**config.mk**
```make
export PLATFORM = sky130hd
export DESIGN_NAME = vga_trace_buffer
export DESIGN_NICKNAME = d
export VERILOG_FILES = /design/src/rtl/vga_trace_buffer.sv
export SDC_FILE = /design/constraint.sdc
export NUM_CORES = 1
export LEC_CHECK = 0
export CORE_ASPECT_RATIO = 2
export CORE_MARGIN = 2
export CORE_UTILIZATION = 35
export CTS_CLUSTER_DIAMETER = 50
export CTS_CLUSTER_SIZE = 12
export DETAILED_ROUTE_END_ITERATION = 10
export PLACE_DENSITY = 0.55
export SLEW_MARGIN = 25
export SYNTH_ARGS = -nofsm -noshare
export SYNTH_HDL_FRONTEND = slang
export SYNTH_SLANG_ARGS = --single-unit
```
**constraint.sdc**
```tcl
create_clock -name clock -period 7 [get_ports clock]
set_input_delay 1.05 -clock clock [delete_from_list [all_inputs] [get_ports clock]]
set_output_delay 1.05 -clock clock [all_outputs]
set_load 0.1 [all_outputs]
```
**src/rtl/vga_trace_buffer.sv**
```systemverilog
// Trace buffer capturing processor VGA writes (address + data) into a FIFO with
// stop-when-full or circular-overwrite behaviour. Optional address window filter: TRACE_ADDR_FILTER_EN.
module vga_trace_buffer #(
    parameter int ADDR_WIDTH = 12,
    parameter int DATA_WIDTH = 32,
    parameter int DEPTH      = 16,
    parameter int WRAP       = 0
) (
    input  logic                          clock,
    input  logic                          reset,
    input  logic                          cap_en,
    input  logic [ADDR_WIDTH-1:0]         cap_addr,
    input  logic [DATA_WIDTH-1:0]         cap_data,
    input  logic                          arm,
    input  logic                          stop,
    input  logic                          rd_req,
`ifdef TRACE_ADDR_FILTER_EN
    input  logic [ADDR_WIDTH-1:0]         win_lo,
    input  logic [ADDR_WIDTH-1:0]         win_hi,
`endif
    output logic                          rd_valid,
    output logic [ADDR_WIDTH-1:0]         rd_addr,
    output logic [DATA_WIDTH-1:0]         rd_data,
    output logic [$clog2(DEPTH):0]        count,
    output logic                          full,
    output logic                          empty,
    output logic [15:0]                   dropped,
    output logic [1:0]                    state
);

    localparam int PTR_W   = $clog2(DEPTH);
    localparam int CNT_W   = PTR_W + 1;
    localparam int ENTRY_W = ADDR_WIDTH + DATA_WIDTH;

    typedef enum logic [1:0] {
        ST_IDLE    = 2'b00,
        ST_CAPTURE = 2'b01,
        ST_DONE    = 2'b10
    } state_t;

    state_t                  state_reg;
    logic [ENTRY_W-1:0]      mem [DEPTH];
    logic [PTR_W-1:0]        wr_ptr_reg;
    logic [PTR_W-1:0]        rd_ptr_reg;
    logic [CNT_W-1:0]        count_reg;
    logic [15:0]             dropped_reg;
    logic                    rd_valid_reg;
    logic [ADDR_WIDTH-1:0]   rd_addr_reg;
    logic [DATA_WIDTH-1:0]   rd_data_reg;

    logic in_window;
    logic is_full;
    logic pop_fire;
    logic cap_fire;
    logic wr_accept;
    logic wr_overwrite;
    logic wr_lost;
    logic mem_we;

`ifdef TRACE_ADDR_FILTER_EN
    assign in_window = (cap_addr >= win_lo) && (cap_addr <= win_hi);
`else
    assign in_window = 1'b1;
`endif

    assign is_full  = (count_reg == CNT_W'(DEPTH));
    assign pop_fire = rd_req && (count_reg != '0);
    // An arm edge clears the buffer, so a strobe in that same cycle is dropped silently.
    assign cap_fire = (state_reg == ST_CAPTURE) && cap_en && in_window && !arm;

    // A simultaneous pop frees a slot, so a full buffer can still accept the write.
    assign wr_accept    = cap_fire && (!is_full || pop_fire);
    assign wr_lost      = cap_fire && is_full && !pop_fire;
    assign wr_overwrite = wr_lost && (WRAP != 0);
    assign mem_we       = (wr_accept || wr_overwrite) && !reset;

    // Storage carries no reset so it maps onto block RAM.
    always_ff @(posedge clock) begin
        if (mem_we) begin
            mem[wr_ptr_reg] <= {cap_addr, cap_data};
        end
    end

    always_ff @(posedge clock) begin
        if (reset) begin
            state_reg    <= ST_IDLE;
            wr_ptr_reg   <= '0;
            rd_ptr_reg   <= '0;
            count_reg    <= '0;
            dropped_reg  <= '0;
            rd_valid_reg <= 1'b0;
            rd_addr_reg  <= '0;
            rd_data_reg  <= '0;
        end else begin
            rd_valid_reg <= pop_fire;
            if (pop_fire) begin
                {rd_addr_reg, rd_data_reg} <= mem[rd_ptr_reg];
            end

            if (arm) begin
                state_reg   <= ST_CAPTURE;
                wr_ptr_reg  <= '0;
                rd_ptr_reg  <= '0;
                count_reg   <= '0;
                dropped_reg <= '0;
            end else begin
                if (stop && (state_reg == ST_CAPTURE)) begin
                    state_reg <= ST_DONE;
                end
                if (wr_accept || wr_overwrite) begin
                    wr_ptr_reg <= wr_ptr_reg + 1'b1;
                end
                // Overwriting the oldest entry retires it just like a pop.
                if (pop_fire || wr_overwrite) begin
                    rd_ptr_reg <= rd_ptr_reg + 1'b1;
                end
                if (wr_accept && !pop_fire) begin
                    count_reg <= count_reg + 1'b1;
                end else if (pop_fire && !wr_accept) begin
                    count_reg <= count_reg - 1'b1;
                end
                if (wr_lost && (dropped_reg != 16'hFFFF)) begin
                    dropped_reg <= dropped_reg + 1'b1;
                end
            end
        end
    end

    assign state    = state_reg;
    assign count    = count_reg;
    assign full     = is_full;
    assign empty    = (count_reg == '0);
    assign dropped  = dropped_reg;
    assign rd_valid = rd_valid_reg;
    assign rd_addr  = rd_addr_reg;
    assign rd_data  = rd_data_reg;

endmodule

```
==> results.txt <==
----------------------------------------------------
[Outcome]
  Result of the run ... completed

[STA]
  Finish-stage setup viols ... 0
  Final Max Slew Viols ... 0
  Clock tree skew after final layout ... 0.0151 ns
  Highest clock rate ... 0.245 GHz
  RSZ-0062 raised after global routing ... false
  Hold Fails Final Rpt ... 0
  Final Critical Period ... 4.09 ns
  Measured slew at the worst slew-check pin ... 1.10 ns
  Post-route clock period utilization ... 0.584
  Sum of negative setup slack ... 0 ns
  Worst max-slew margin expressed relative to the limit ... 0.266

[Synthesis]
  Number of synthesized register bits ... 780
  Largest area contributor in the synthesized netlist ... edfxtp_1
  Top cell type's share of synthesized area ... 0.714
  Cell types with the highest counts after synthesis ... 704 x edfxtp_1, 176 x mux4_2, 83 x nor2_1, 76 x dfxtp_1, 53 x mux2i_1
  Commonest register cell after synthesis ... edfxtp_1
  Synth area leaders ... edfxtp_1 71%, mux4_2 13%, dfxtp_1 5.1%, mux2i_1 1.8%, mux2_2 1.7%
  Mean Syn Cell Area ... 21.3 µm²
  Synth Instances ... 1389
  Post-synth EDFFs ... 704
  Number of unique standard cell types used by synthesis ... 44
  Area of the mapped netlist ... 29600 µm²
  Share of the yosys chip area belonging to registers ... 0.765
  Leading cell type by number of instances after synthesis ... edfxtp_1
  Share of synthesized flip-flops with an asynchronous set or reset ... 0
  Warning count from the yosys run ... 0
  Net count after synthesis ... 1450

[Setup path]
  Launching point of the worst reg2reg path ... state[1]
  Element type at the critical path start ... flop
  Crit Path Category ... flop to primary output
  Register-to-Register Path Depth ... 5
  Nature of the critical path endpoint ... primary output
  CP arrival ... 3.04 ns
  Cell Chain, Critical Path ... or4_1, nor2_1, clkdlybuf4s50_1
  Cell type of the slowest stage on the worst timing path ... clkdlybuf4s50_1
  Crit path launch ... count[0]
  CP Max Fanout ... 8
  Critical Path Max Stage Delay ... 1.15 ns
  Required time reported for the critical path endpoint ... 5.95 ns

[Drt]
  Mean routed wirelength per cell ... 25.6 µm
  Detailed-route DRC error count ... 0
  Routed Wire Length ... 68400 µm
  Per-cell via count in the routed design ... 5.28
  Number of DRC markers after the initial detailed-route iteration ... 1186
  Detailed Routing Iterations Pass 1 ... 7
  Routed Antenna Nets ... 0
  Via Count ... 14106

[Floorplanning]
  Die area ... 87100 µm²
  Y dimension of the die ... 415 µm
  Number of top-level pins ... 120
  Core Box Area ... 83700 µm²
  Starting density of the core ... 0.354
  Num rows ... 150
  Die Span X ... 210 µm

[GRT]
  Vias in the first global route ... 15443
  Residual overflow from global routing ... 0
  Number of antenna violations at the first check in global routing ... 3
  First-pass GRT wire length ... 102000 µm
  Global-route usage over all layers ... 0.159
  Largest net degree at the start of global routing ... 94

[Power]
  Post-layout power ... 9.61 mW
  Leakage ... 10.3 nW
  Pwr/cell area ... 278 nW/µm²
  Max rail drop VDD ... 0.165 mV

[Final layout]
  Core occupancy in the finished layout ... 0.413
  Area growth from synthesis to final layout ... 16.7%
  Final Net Count ... 1604
  Count of antenna diodes in the layout ... 0
  Flip-flop count of the largest register, all copies and words added ... 704
  Layout cell share with drive strength beyond 1 ... 0.224

[CTS]
  Buffer levels on the longest clock path ... 3
  H-tree levels ... 3
  Hold_buf cts ... 0
  Clock tree root buffer cell ... clkbuf_16
  # Post-CTS Setup Buffers ... 0
  Post-cts resize count ... 0
  Register clock-pin slew on the reported worst setup and hold paths ... 0.06 ns
  Number of buffers created by CTS ... 76
  Clock tree from TritonCTS ... built
  Sink count of the clock tree ... 780
  Clk_lat worst skew ... 0.63 ns

[Placement]
  Final weighted congestion in routability-driven placement ... 0.797
  Hpwl dp ... 38900 µm
  Number of input and output port buffers inserted ... 119

[Worst hold path]
  Worst Hold Class ... flop to flop
  Number of stages on the worst hold path ... 1
  HP Start ... rd_data[17]

[Job]
  Reported max-cap violation count ... 0

----------------------------------------------------
-- logic make-up after synthesis --
kind of cell	share of synthesized area
AND/OR/NAND/NOR	0.0244
AO/OA/AOI/OAI	0.0235
multiplexers	0.169
XOR/XNOR	0.00266
adder cells (fa/ha/maj)	0.00490
flip-flops	0.765
buffers and inverters	0.0106
-- layout make-up --
| class | count | area [µm²] |
|---|---|---|
| multi-input combinational | 530 | 6770 |
| timing repair buffer | 150 | 1490 |
| clock inverter | 9 | 105 |
| fill | 7317 | 49100 |
| tap | 1064 | 1330 |
| inverter | 5 | 18.8 |
| sequential | 780 | 22700 |
| clock buffer | 132 | 2180 |
-- report_power, final --
group | internal, mW | switching (mW) | leakage [nW] | total, mW
combinational | 0.197 | 0.423 | 2.30 | 0.620
clock | 2.15 | 1.71 | 1.08 | 3.86
sequential | 5.10 | 0.0322 | 6.94 | 5.13
total | 7.45 | 2.16 | 10.3 | 9.61
-- cells in the final DEF, fill, tap and decap left out, drive strengths merged, types with 3 or more instances in the layout --
| cell | instances |
|---|---|
| inv | 8 |
| xnor2 | 3 |
| buf | 31 |
| a221o | 44 |
| a21oi | 16 |
| mux2i | 53 |
| or4 | 11 |
| clkinv | 5 |
| nand3 | 12 |
| nor2 | 83 |
| ha | 10 |
| o21ai | 3 |
| edfxtp | 704 |
| nand2 | 15 |
| clkbuf | 132 |
| mux2 | 44 |
| nor4 | 6 |
| clkdlybuf4s50 | 119 |
| xor2 | 6 |
| dfxtp | 76 |
| or3 | 6 |
| mux4 | 176 |
| o31ai | 9 |
| o211ai | 4 |
| nand4 | 6 |
-- worst paths after layout --
path,to,slack (ns)
worst max-delay path,empty,2.91
worst max register to register,mem[4][38],3.69
worst min register to register,rd_data[17],0.49
worst min-delay path,rd_data[17],0.49
-- worst max-delay path, delay by kind of cell (launching register included) --
kind	cells	cell delay (ns)
buffers and inverters	1	1.15
AND/OR/NAND/NOR	2	0.88
flip-flops	1	0.38
-- layer usage --
layer / global-route usage / up-vias / share of wire / wire length [µm]
li1: - / 6120 / - / -
met1: 0.186 / 7548 / 0.38 / 26000
met2: 0.298 / 334 / 0.56 / 38000
met3: 0.0260 / 98 / 0.043 / 2950
met4: 0.0446 / 6 / 0.020 / 1380
met5: 0 / - / 0.00056 / 38
-- through the flow --
step | cells | setup slack (ns) | hold WS [ns] | instance area, µm²
floorplan | 1389 | 2.65 | 0.508 | 29600
global placement | 2525 | 2.24 | 0.478 | 32200
detailed placement | 2528 | 2.33 | 0.480 | 32300
CTS | 2669 | 2.81 | 0.494 | 34600
global route | 2670 | 2.75 | 0.508 | 34600
finish | 2670 | 2.91 | 0.492 | 34600
Note: power is estimated with default switching activity, not from simulation.
